`config.mk`:
```
export PLATFORM = sky130hd
export DESIGN_NAME = br_write_ctrl
export DESIGN_NICKNAME = d
export VERILOG_FILES = /design/src/rtl/br_write_ctrl.sv
export SDC_FILE = /design/constraint.sdc
export NUM_CORES = 1
export LEC_CHECK = 0
export ABC_AREA = 1
export CORE_AREA = 2 2 83 85
export DETAILED_ROUTE_END_ITERATION = 12
export DIE_AREA = 0 0 85 87
export PLACE_DENSITY_LB_ADDON = 0.25
export SLEW_MARGIN = 20
export SYNTH_ARGS = -nofsm -noshare
export SYNTH_HDL_FRONTEND = slang
export SYNTH_SLANG_ARGS = --single-unit
```
`constraint.sdc`:
```
create_clock -name clk -period 1.4 [get_ports clk]
set_input_delay 0.42 -clock clk [delete_from_list [all_inputs] [get_ports clk]]
set_output_delay 0.42 -clock clk [all_outputs]
set_load 0.02 [all_outputs]
```
`src/rtl/br_write_ctrl.sv`:
```
// br_write_ctrl: zero-clears x1..xN after reset, then round-robin arbitrates two
// writeback requesters onto the single registered BR write port.
module br_write_ctrl #(
  parameter int ADDR_W = 5,
  parameter int DATA_W = 32,
  parameter bit CLEAR_ON_RESET = 1'b1
) (
  input  logic              clk,
  input  logic              rst,
  input  logic              req0_valid,
  input  logic [ADDR_W-1:0] req0_addr,
  input  logic [DATA_W-1:0] req0_data,
  output logic              req0_ready,
  input  logic              req1_valid,
  input  logic [ADDR_W-1:0] req1_addr,
  input  logic [DATA_W-1:0] req1_data,
  output logic              req1_ready,
  output logic [ADDR_W-1:0] br_a3,
  output logic [DATA_W-1:0] br_wd3,
  output logic              br_we3,
  output logic              init_done
);
  typedef enum logic {INIT, RUN} state_t;
  state_t state, state_nx;
  logic [ADDR_W-1:0] cnt, addr;
  logic [DATA_W-1:0] data;
  logic rr_ptr, last, g0, g1;
  // rr_ptr names the requester that wins when both are valid
  always_comb begin
    last = cnt == {ADDR_W{1'b1}};
    g0 = state == RUN && !rst && req0_valid && (!req1_valid || !rr_ptr);
    g1 = state == RUN && !rst && req1_valid && (!req0_valid || rr_ptr);
    addr = g1 ? req1_addr : req0_addr;
    data = g1 ? req1_data : req0_data;
    state_nx = (state == INIT && last) ? RUN : state;
  end
  assign req0_ready = g0;
  assign req1_ready = g1;
  always_ff @(posedge clk) begin
    if (rst) begin
      state <= CLEAR_ON_RESET ? INIT : RUN;
      cnt <= {{(ADDR_W-1){1'b0}}, 1'b1};
      rr_ptr <= 1'b0;
      br_a3 <= '0;
      br_wd3 <= '0;
      br_we3 <= 1'b0;
      init_done <= !CLEAR_ON_RESET;
    end else begin
      state <= state_nx;
      if (state == INIT) begin
        br_a3 <= cnt;
        br_wd3 <= '0;
        br_we3 <= 1'b1;
        cnt <= cnt + 1'b1;
        init_done <= init_done | last;
      end else if (g0 || g1) begin
        br_a3 <= addr;
        br_wd3 <= data;
        br_we3 <= addr != '0;
        rr_ptr <= g0;
      end else begin
        br_we3 <= 1'b0;
      end
    end
  end
endmodule

```
# == Word-level counts from Yosys, hierarchy flattened ==
# Index checks and enable logic that the tools add are counted.
# op_classes
n_addsub,1
n_mul,0
div,0
n_lt_le_gt_ge,0
n_eq_ne,2
shift,0
mux,6
n_bitwise,2
n_reduce_logical,16
# op_table
operator,count
two-way mux 32 bit,1
two-way mux 5 bit,3
logical AND 1 bit,6
"adder 5 x 1 -> 5 bit, second input constant",1
"equality test 5 bit, second input constant",1
nonzero test 5 bit,1
logical NOT 1 bit,4
logical OR 1 bit,3
two-way mux 1 bit,2
"inequality test 2 x 1 -> 1 bit, second input constant",1
AND reduction 2 bit,1
OR reduction 2 bit,1
NOT 1 bit,1
OR 1 bit,1
# totals
regBits,46
latchBits,0
mem_bits_rw,0
romBits,0
input_bits,78
n_memories,0

# == Longest topological paths before layout ==
# Gate-level depths: netlist of run 1.
# logic_depth
ltp_word,8
ltp_mapped,10

# == Least setup slack after synthesis of run 1 ==
# No wires, ideal clock.
# synth_path
kind,register to output
from,reg state
to,out req0_ready
t_arrival_ns,1.116
t_required_ns,0.980
slack_ns,-0.136
path_stages_with_launch,6
n_path_buf,1
cell_sequence,dfxtp_1 > inv_4 > nor2_8 > nand3_4 > buf_6 > inv_1
# synth_via
elab_chain_len,3
# synth_rtl
item,line,rtl
from (decl),24,"state_t state, state_nx;"
from (signal assigned),41,state <= CLEAR_ON_RESET ? INIT : RUN;
from (signal assigned),49,state <= state_nx;
logical AND 1 bit (3 in series),31,g0 = state == RUN && !rst && req0_valid && (!req1_valid || !rr_ptr);
to (decl),13,"output logic req0_ready,"
# No other way between the ends.

# == Worst setup path after layout of run 1 ==
# layout_path
from,in req0_valid
to,out req1_ready
# layout_via
elab_chain_len,3
# layout_rtl
item,line,rtl
from (decl),10,"input logic req0_valid,"
logical NOT 1 bit,32,g1 = state == RUN && !rst && req1_valid && (!req0_valid || rr_ptr);
logical OR 1 bit,32,
logical AND 1 bit,32,
to (decl),17,"output logic req1_ready,"
# No other way between the ends.

==> out/results.tsv, run 1 <==
metric	value	unit
status	finished, violations left	
violations	negative setup slack	
hold_path_class	flip-flop to flip-flop	
drc_errors	0	
dieArea	7400	µm²
routedWlPerCell	14.3	µm
final-setup-viol-count	34	
synth_enable_flop_cells	0	
place.gp.congestion	0.801	
ys_seq_elements	46	
p_comb_frac	0.144	
slew_viol_final	0	
ys.flop_type	dfxtp_1	
finalPower	2.63	mW
start_util	0.339	
rsz0062_at_grt	yes	
synth_area	2230	µm²
drive_gt1_frac	0.403	
die_y	87	µm
crit_chain	dlygate4sd2_1 > nand2_4 > nand2_2 > nor2_4 > buf_6	
finalWorstSetupSlack	-0.117	ns
yosysTopAreaCellShare	0.413	
required	0.98	ns
async_flop_share	0	
synthTopCellsByCount	nand2_1, o21ai_1, dfxtp_1	
cp_max_fo	2	
p_int	2.03	mW
p_per_area	607	nW/µm²
path_class	input port to primary output	
wl_met3	468	µm
max_freq	659	MHz
io_buffers	118	
instances_no_fill	544	
drt-initial-drc-count	68	
area_growth	94.6	%
yosysWarnings	0	
dp_slack	-0.884	ns
endpoint_kind	primary output	
relSlewSlack	0.704	
insertion_delay	0.30	ns
power.leakage	1.89	nW
ioPinCount	119	
max_slew.worst_pin.slew	0.445	ns
synthTopCellsByArea	dfxtp_1, o21ai_1, nand2_1	
clkPwrFrac	0.347	
row_count	30	
htree_levels	2	
drt-pass1-iter-count	4	
dp.cells	516	
start_kind	input port	
skew	0.00748	ns
seq_power_share	0.509	
top_layer	met4	
coreArea	6570	µm²
syn_nets	395	
cts_inserted_buffers	5	
yosysMostFrequentCell	nand2_1	
p_switching	0.599	mW
clk_pin_slew	0.08	ns
design_area	4330	µm²
synth-seq-area-share	0.413	
wirelength_met1	3410	µm
synth_cell_types	23	
arrival	1.10	ns
grtUsageTotal	0.176	
min_period	1.52	ns
cts_tree	yes	
cp_slowest_cell	dlygate4sd2_1	
cts_sinks	46	
via_count	2619	
final_core_util	0.660	
antenna-diode-count	0	
antenna_left	0	
cpPeakStageDelay	0.27	ns
finalSetupTns	-1.32	ns
wl_met2	3790	µm
finalNetCount	543	
cts_buffer_depth	2	
hold_violations	0	
grt_first_pass_wirelength	10700	µm
cts_root_buffer	clkbuf_8	
grt_pass1_vias	2329	
place_area	3620	µm²
netlist_instances	315	
grt_max_degree	36	
post-route-period-util	1.08	
syn_avg_cell_area	7.07	µm²
wl	7760	µm
via_per_inst	4.81	
vdd_ir_drop_max	0.340	mV
p_sw_frac	0.228	
whs	0.462	ns
antenna_found_initial	0	
hpwl	4750	µm
fillCellCount	574	
cap_violations	0	
synth_top_cell_by_area	dfxtp_1	
dieWidth	85	µm
grt_overflow	0	
==> metal layers <==
| metal | track usage | vias up |
|---|---|---|
| met5 | 0 | - |
| met3 | 0.0351 | 12 |
| li1 | - | 1314 |
| met2 | 0.292 | 90 |
| met4 | 0.0447 | 0 |
| met1 | 0.235 | 1203 |
==> worst max-delay path: cells and delay by family <==
kind                   cells  cell delay (ns)
buffers and inverters      2             0.39
and+or+nand+nor            3             0.28
==> worst paths after layout <==
kind / from / slack [ns] / cells past startpoint / end
max: req0_valid / -0.12 / 5 / req1_ready
min: br_wd3[8] / 0.46 / 2 / br_wd3[8]
max reg2reg: state / -0.10 / 9 / br_wd3[14]
min reg2reg: br_wd3[8] / 0.46 / 2 / br_wd3[8]
==> layout by cell type (no fill, tap or decap), types with 6 or more instances in the layout <==
cell type / Yosys / layout
buf_6: 5 / 11
clkdlybuf4s15_1: 0 / 6
clkbuf_2: 0 / 31
dfxtp_1: 46 / 44
buf_4: 0 / 15
a21oi_1: 35 / 24
buf_12: 0 / 7
o21ai_1: 56 / 18
nand2_1: 66 / 41
clkdlybuf4s50_1: 0 / 74
clkbuf_16: 0 / 8
nand2_4: 2 / 18
inv_1: 44 / 41
nand2_2: 5 / 13
nor2_1: 8 / 7
o21ai_2: 0 / 45
a21oi_2: 0 / 11
==> what timing repair did <==
action                     4_1_cts  5_1_grt
hold buffers                     0        0
setup buffers                    3        7
pin swaps                       13       34
setup endpoints to repair       80       74
gates cloned                     0       11
resized for setup              101      162
==> cells by family (layout without fill, tap and decap cells) <==
kind of cell,Yosys count,after routing,share of synthesized area
AO/OA/AOI/OAI,104,104,0.235
XOR/XNOR,1,1,0.00393
adder cells (fa/ha/maj),2,2,0.0112
buffers and inverters,64,213,0.129
flip-flops,46,46,0.413
AND/OR/NAND/NOR,98,98,0.208
==> layout make-up <==
class,instances,area [µm²],area share
Timing Repair Buffer,158,1590,0.366
Multi-Input combinational cell,205,1430,0.330
Sequential cell,46,926,0.214
Inverter,47,189,0.0436
Clock buffer,8,101,0.0234
Tap cell,80,100,0.0231
==> power groups by stage <==
stage	registers (mW)	clock network [mW]	logic, mW
2_1_floorplan	1.38	0	0.0724
3_3_place_gp	1.37	0	0.342
3_5_place_dp	1.37	0	0.344
4_1_cts	1.34	0.943	0.349
5_1_grt	1.34	0.989	0.411
6_report	1.34	0.913	0.377
==> registers in the layout (all words and copies together), names as in the netlist <==
signal     flops
br_we3         1
init_done      1
cnt            5
br_wd3        32
rr_ptr         1
br_a3          5
state          1
(Power assumes the default switching activity.)
==> inputs of run 2 (changes only) <==
Settings changed: CTS_CLUSTER_SIZE set to 12, PLACE_DENSITY set to 0.85, PLACE_DENSITY_LB_ADDON 0.25 to unset, SLEW_MARGIN 20 to 25.
==> out/results.tsv, run 2 (same netlist as run 1, synthesis figures left out) <==
metric	value	unit
slew_viol_final	0	
hpwl	4630	µm
start_kind	flip-flop	
via_count	2675	
via_per_inst	4.89	
cts_root_buffer	clkbuf_8	
coreArea	6570	µm²
postCtsHoldBufs	0	
cts_inserted_buffers	5	
arrival	1.16	ns
skew	0.00967	ns
antenna_found_initial	0	
p_per_area	617	nW/µm²
start_util	0.339	
largest_reg_flops	32	
final-setup-viol-count	40	
violations	negative setup slack	
whs	0.465	ns
cp_max_fo	3	
die_y	87	µm
dp.cells	512	
area_growth	100	%
max_freq	634	MHz
dp_slack	-0.992	ns
top_regs	br_wd3: 32 flops, br_a3: 5 flops, cnt: 5 flops	
io_buffers	118	
regArea	926	µm²
max_slew.worst_pin.slew	0.400	ns
grt_first_pass_wirelength	12900	µm
finalWorstSetupSlack	-0.178	ns
antenna_left	0	
grtUsageTotal	0.223	
drt-pass1-iter-count	4	
status	finished, violations left	
antenna-diode-count	0	
power.leakage	1.92	nW
drive_gt1_frac	0.405	
rsz0062_at_grt	yes	
relSlewSlack	0.733	
routedWlPerCell	15.5	µm
path_class	flip-flop to primary output	
grt_max_degree	34	
place_area	3580	µm²
wl	8500	µm
grt_pass1_vias	2652	
endpoint_kind	primary output	
finalNetCount	546	
cts_sinks	46	
dieArea	7400	µm²
clk_pin_slew	0.09	ns
grt_overflow	0	
min_period	1.58	ns
vdd_ir_drop_max	0.566	mV
post-route-period-util	1.13	
cap_violations	0	
dieWidth	85	µm
ioPinCount	119	
final_cell_mix	clkdlybuf4s50_1, dfxtp_1, inv_1	
final_core_util	0.678	
final_common_cell	clkdlybuf4s50_1	
fillCellCount	512	
cts_buffer_depth	2	
cts_tree	yes	
drc_errors	0	
design_area	4460	µm²
regMostFlops	br_wd3	
place.gp.congestion	0.768	
multi_input_area	1430	µm²
required	0.98	ns
hold_violations	0	
hold_path_class	flip-flop to flip-flop	
drt-initial-drc-count	83	
htree_levels	2	
row_count	30	
insertion_delay	0.30	ns
instances_no_fill	547	
[run 2: changes by cell type in the layout (fill, tap and decap cells not counted), moves of 5 or more]
cell | before | now
buf_16 | 0 | 6
a21oi_1 | 24 | 29
a21oi_2 | 11 | 6
o21ai_2 | 45 | 40
o21ai_4 | 1 | 7
nand2_2 | 13 | 23
nand2_4 | 18 | 11
clkbuf_16 | 8 | 1
[run 2: what timing repair did]
action	in CTS	in global routing
setup buffers	20	4
gates resized for setup	166	119
pin swaps	36	34
setup endpoints to repair	84	75
gates cloned	12	1
[run 2: path summary, 6_finish.rpt]
kind / startpoint / slack (ns) / to / depth (start not counted)
min: br_wd3[2] / 0.47 / br_wd3[2] / 2
max reg2reg: state / -0.17 / br_wd3[24] / 9
max: state / -0.18 / req0_ready / 5
min reg2reg: br_wd3[2] / 0.47 / br_wd3[2] / 2
[run 2: layout make-up]
class / instances / area share
Clock buffer: 7 / 0.0194
Multi-Input combinational cell: 205 / 0.321
Inverter: 47 / 0.0435
Timing Repair Buffer: 161 / 0.379
Sequential cell: 46 / 0.208
Tap cell: 80 / 0.0225
Clock inverter: 1 / 0.00674
[run 2: report_power, final]
group | leakage (nW) | switching (mW) | internal [mW]
sequential | 0.374 | 0.0154 | 1.32
combinational | 1.49 | 0.144 | 0.237
clock | 0.0585 | 0.446 | 0.583
total | 1.92 | 0.606 | 2.14
[run 2: worst max-delay path: stages (launching register included)]
cell	delay [ns]
dfxtp_4	0.37
inv_4	0.05
nor2_8	0.15
nand3_4	0.13
inv_4	0.07
buf_6	0.10
[run 2: metrics by stage]
step	TNS [ns]	power, mW
after detailed placement	-39.95	1.71
after floorplan	0	1.45
final	-4.56	2.75
after global routing	-6.71	2.86
after global placement	-38.94	1.70
after CTS	-4.19	2.75
[run 2: routing by layer]
metal  wire length, µm  GRT usage  vias to the layer above
met5                 0          0                        -
met1              3310      0.260                     1242
met4                76     0.0390                        0
met3               469     0.0408                        8
li1                  -          -                     1325
met2              4650      0.428                      100
